## config.mk

```make
export PLATFORM = sky130hd
export DESIGN_NAME = pretrig_sequencer
export DESIGN_NICKNAME = d
export VERILOG_FILES = /design/src/rtl/pretrig_sequencer.sv
export SDC_FILE = /design/constraint.sdc
export NUM_CORES = 1
export LEC_CHECK = 0
export CORE_MARGIN = 2
export CORE_UTILIZATION = 54
export CTS_CLUSTER_SIZE = 28
export DETAILED_ROUTE_END_ITERATION = 10
export PLACE_DENSITY = 0.86
export REMOVE_ABC_BUFFERS = 1
export SETUP_SLACK_MARGIN = 0.4
export SLEW_MARGIN = 20
export SYNTH_ARGS = -nofsm -noshare
export SYNTH_HDL_FRONTEND = slang
export SYNTH_SLANG_ARGS = --single-unit
export TNS_END_PERCENT = 100
```

## constraint.sdc

```tcl
create_clock -name clk -period 2.5 [get_ports clk]
set_clock_uncertainty 0.2 [all_clocks]
set_input_delay 0.5 -clock clk [delete_from_list [all_inputs] [get_ports clk]]
set_output_delay 0.5 -clock clk [all_outputs]
set_load 0.01 [all_outputs]
```

## src/rtl/pretrig_sequencer.sv

```systemverilog
// Pre-trigger sequencer: issues a programmable train of seeds, delays each
// seed by DELAY cycles and stretches it into a trigger pulse of latched width.
module pretrig_sequencer #(
  parameter int CNT_W = 16,
  parameter int GAP_W = 8,
  parameter int DELAY = 6,
  parameter int PW_W  = 4
) (
  input  logic             clk,
  input  logic             rst,
  input  logic             ena,
  input  logic             start,
  input  logic             stop,
  input  logic             mode,
  input  logic [CNT_W-1:0] ntrig,
  input  logic [GAP_W-1:0] gap,
  input  logic [PW_W-1:0]  width,
  output logic             trigger,
  output logic             busy,
  output logic             done,
  output logic [CNT_W-1:0] sent_count
);

  typedef enum logic [1:0] {
    S_IDLE,
    S_RUN,
    S_DRAIN,
    S_DONE
  } state_t;

  state_t             state, state_nx;

  logic               mode_l;
  logic [CNT_W-1:0]   ntrig_l;
  logic [GAP_W-1:0]   gap_l;
  logic [PW_W-1:0]    width_l;
  logic               stop_pend;

  logic [GAP_W-1:0]   gap_cnt;
  logic [PW_W-1:0]    pw_cnt;
  logic [DELAY-1:0]   dly;

  logic               seed;
  logic               arm;
  logic               halt;
  logic               last_seed;
  logic [CNT_W-1:0]   sent_inc;

  assign sent_inc  = sent_count + CNT_W'(1);
  // A stop that arrived together with start is held until the first RUN cycle.
  assign halt      = stop || stop_pend || !ena;
  assign last_seed = !mode_l && (sent_inc == ntrig_l);

  assign busy = (state == S_RUN) || (state == S_DRAIN);
  assign done = (state == S_DONE);

  // Next-state logic plus seed and arm strobes
  always_comb begin
    state_nx = state;
    seed     = 1'b0;
    arm      = 1'b0;
    case (state)
      S_IDLE: begin
        if (start && ena) begin
          arm = 1'b1;
          if (!mode && ntrig == '0) state_nx = S_DONE;
          else                      state_nx = S_RUN;
        end
      end
      S_RUN: begin
        if (halt) begin
          state_nx = S_DRAIN;
        end else if (gap_cnt == '0) begin
          seed = 1'b1;
          if (last_seed) state_nx = S_DRAIN;
        end
      end
      S_DRAIN: begin
        if (dly == '0 && !trigger) state_nx = S_DONE;
      end
      S_DONE: begin
        state_nx = S_IDLE;
      end
      default: state_nx = S_IDLE;
    endcase
  end

  // State register
  always_ff @(posedge clk) begin
    if (rst) state <= S_IDLE;
    else     state <= state_nx;
  end

  // Sequence configuration latch, seed spacing counter and seed count
  always_ff @(posedge clk) begin
    if (rst) begin
      mode_l     <= 1'b0;
      ntrig_l    <= '0;
      gap_l      <= '0;
      width_l    <= '0;
      stop_pend  <= 1'b0;
      gap_cnt    <= '0;
      sent_count <= '0;
    end else if (arm) begin
      mode_l     <= mode;
      ntrig_l    <= ntrig;
      gap_l      <= gap;
      width_l    <= width;
      stop_pend  <= stop;
      gap_cnt    <= '0;
      sent_count <= '0;
    end else begin
      if (state == S_RUN) stop_pend <= 1'b0;
      if (seed) begin
        sent_count <= sent_inc;
        gap_cnt    <= gap_l;
      end else if (state == S_RUN && gap_cnt != '0) begin
        gap_cnt <= gap_cnt - GAP_W'(1);
      end
    end
  end

  // Seed delay line
  always_ff @(posedge clk) begin
    if (rst) dly <= '0;
    else     dly <= (dly << 1) | DELAY'(seed);
  end

  // Pulse stretcher; a new arrival reloads the count so overlapping pulses merge
  always_ff @(posedge clk) begin
    if (rst) begin
      trigger <= 1'b0;
      pw_cnt  <= '0;
    end else if (dly[DELAY-1]) begin
      trigger <= 1'b1;
      pw_cnt  <= (width_l == '0) ? '0 : width_l - PW_W'(1);
    end else if (trigger) begin
      if (pw_cnt == '0) trigger <= 1'b0;
      else              pw_cnt  <= pw_cnt - PW_W'(1);
    end
  end

endmodule

```

==> flow_metrics.env <==
export IMPL_synth_xor_area_share_pct=9.66
export IMPL_drt_total_wl_um=10400
export IMPL_syn_to_final_growth_pct=38.6
export IMPL_synth_top_area_cell="dfxtp_1"
export IMPL_critPathMaxStageDelay_ps=550
export IMPL_drive_gt1_share_pct=22.4
export IMPL_place_congestion=0.916
export IMPL_synth_top_family_by_area="simple AND/OR/NAND/NOR gates"
export IMPL_die_h_um=83.9
export IMPL_ant_nets=0
export IMPL_synth_fa_ha_area_share_pct=2.91
export IMPL_setup_viol=0
export IMPL_ys_ff_latch=67
export IMPL_drc_errors=0
export IMPL_cts_buffers=9
export IMPL_n_fill_cell=385
export IMPL_setup_worst_path_end_class="flip-flop"
export IMPL_worst_slew_pin_slew_ps=510
export IMPL_place_hpwl_um=6130
export IMPL_nNetsFinal=561
export IMPL_power_density_nw_per_um2=1010
export IMPL_grt_pass1_vias=3425
export IMPL_crit_family="simple AND/OR/NAND/NOR gates"
export IMPL_synth_compound_area_share_pct=15.0
export IMPL_yosysWarnings=0
export IMPL_status="complete, no violations"
export IMPL_hold_class="reg2reg"
export IMPL_core_area_um2=6240
export IMPL_cts_hold_buf=0
export IMPL_synth_edf_count=0
export IMPL_rows=29
export IMPL_grt_first_pass_wirelength_um=15800
export IMPL_setup_worst_path_start_class="flip-flop"
export IMPL_path_buf_inv=0
export IMPL_timing_final_max_slew_violations=0
export IMPL_synth_area_top_cells="dfxtp_1 39%, nand2_1 9.4%, a21oi_1 6.4%"
export IMPL_diodes=0
export IMPL_via_per_inst=5.99
export IMPL_avgSynthCellArea_um2=7.97
export IMPL_clock_latency_ps=350
export IMPL_routed_via_count=3594
export IMPL_cp_max_fo=2
export IMPL_period_minus_slack_ps=2400
export IMPL_synth_area_um2=3440
export IMPL_ys_types=57
export IMPL_max_clock_path_buffers=2
export IMPL_port_buffers=52
export IMPL_grt_overflow=0
export IMPL_root_buffer="clkbuf_8"
export IMPL_p_leak_nw=1.87
export IMPL_htreeDepth=3
export IMPL_crit_chain="or4_4 -> o41ai_4 -> nand2_1 -> nor4_2 -> nand4b_1 -> and3b_1 -> o32ai_1"
export IMPL_drt_iter0_drc=341
export IMPL_cts_clk_slew_worst_paths_ps=70
export IMPL_synthSimpleGateAreaFrac_pct=29.3
export IMPL_synth_cells=432
export IMPL_rsz0062_at_grt="true"
export IMPL_synth_top_cell_area_share_pct=38.9
export IMPL_total_power_w=0.00480
export IMPL_finish_utilization_pct=76.5
export IMPL_dieWidth_um=83.9
export IMPL_fin_tns_setup_ps=0
export IMPL_pre_cts_slack_ps=32.9
export IMPL_cp_slowest_cell="or4_4"
export IMPL_synth_top_flop_cell="dfxtp_1"
export IMPL_first_pass_iters=5
export IMPL_finalHoldViolations=0
export IMPL_wl_per_cell_um=17.4
export IMPL_start_util_pct=55.2
export IMPL_cts_tree="done"
export IMPL_slew_headroom_pct=65.6
export IMPL_drv_cap=0
export IMPL_die_area_um2=7030
export IMPL_fin_crit_sh_pct=95.9
export IMPL_clock_fmax_mhz=417
export IMPL_clock_sinks=67
export IMPL_synthMuxAreaShare_pct=0.581
export IMPL_track_usage_pct=27.8
export IMPL_grt_max_degree=31
export IMPL_ys_seq_area_share_pct=38.9
export IMPL_crit_type="reg2reg"
export IMPL_antenna_found_initial=0
export IMPL_async_flop_share_pct=0
export IMPL_cp_data_required_time_ps=2520
export IMPL_setup_ws_ps=104
export IMPL_io_pins=53
export IMPL_irDropWorstVdd_mv=0.667
export IMPL_crit_arrival_ps=2420
==> timing repair <==
action	4_1_cts	5_1_grt
setup endpoints to repair	30	28
gates resized for setup	40	42
setup buffers	18	6
pin swaps	27	24
hold endpoints to repair	0	0
==> placed cells by master (no fill, tap or decap), drive strengths merged, types with 5 or more instances in the layout <==
master and instances:
nand2 87, dfxtp 67, clkdlybuf4s50 46, a21oi 45, buf 43, nor2 39
xnor2 24, nor3 17, nand3 16, xor2 14, clkbuf 12, o21ai 10
inv 8, nand4 8, nor2b 8, ha 8, and3 5, nor4 5
==> sequential cells by signal (all words and copies together), names as in the netlist <==
name,count
gap_l,8
ntrig_l,16
state,2
trigger,1
mode_l,1
sent_count,16
width_l,4
gap_cnt,8
dly,6
pw_cnt,4
stop_pend,1
==> metal layers <==
layer	up-vias	GRT usage [%]	part of all wire [%]
li1	1666	-	-
met1	1695	34.7	40
met2	187	46.1	49
met3	46	4.55	7.3
met4	0	14.7	3.8
met5	-	0	0
==> final cells by class <==
class	instances	area, µm²	share of cell area [%]
Inverter	8	30.0	0.629
Sequential cell	67	1360	28.4
Multi-Input combinational cell	338	2220	46.6
Clock inverter	3	15.0	0.315
Timing Repair Buffer	95	905	19.0
Clock buffer	12	145	3.04
Tap cell	77	96.3	2.02
==> worst min-delay path, stage by stage, from the launching register on <==
cell and delay, ps:
dfxtp_1 310, nand2_1 50, a21oi_1 50
==> kinds of logic after synthesis <==
family / Yosys count
buf+inv: 27
fa+ha+maj: 8
xor+xnor: 38
compound gates: 82
flops: 67
simple gates: 208
mux: 2
==> synth_stat cells (4+ instances only) <==
library cell / number
nand2_1: 86
dfxtp_1: 67
a21oi_1: 44
nor2_1: 38
xnor2_1: 24
nand3_1: 16
nor3_1: 16
clkbuf_1: 14
xor2_1: 14
o21ai_0: 9
ha_1: 8
inv_1: 8
nand4_1: 8
nor2b_1: 8
and3_1: 5
nor4_1: 5
a211oi_1: 4
and4_1: 4
nand3b_1: 4
==> per-stage QoR <==
stage | hold WS (ps) | cells | area (µm²)
after floorplan | 227 | 413 | 3350
after global placement | 244 | 561 | 4110
after detailed placement | 250 | 561 | 4110
after CTS | 259 | 594 | 4550
after global routing | 277 | 600 | 4770
final | 258 | 600 | 4770
==> path summary, 6_finish.rpt <==
kind | startpoint | end | slack, ps | cells past startpoint
max | dly[5]$_SDFF_PP0_ | state[0]$_SDFFE_PP0P_ | 100 | 7
min | gap_l[1]$_SDFFE_PP0P_ | gap_l[1]$_SDFFE_PP0P_ | 260 | 2
max reg2reg | dly[5]$_SDFF_PP0_ | state[0]$_SDFFE_PP0P_ | 100 | 7
min reg2reg | gap_l[1]$_SDFFE_PP0P_ | gap_l[1]$_SDFFE_PP0P_ | 260 | 2
==> where the power goes <==
group	total, W	leakage [nW]	internal, W	switching, W
clock network	0.000777	0.0860	0.000377	0.000400
registers	0.00132	0.548	0.00120	0.000128
logic	0.00270	1.24	0.00129	0.00141
total	0.00480	1.87	0.00286	0.00194
Power figures use the tool's default switching activity.
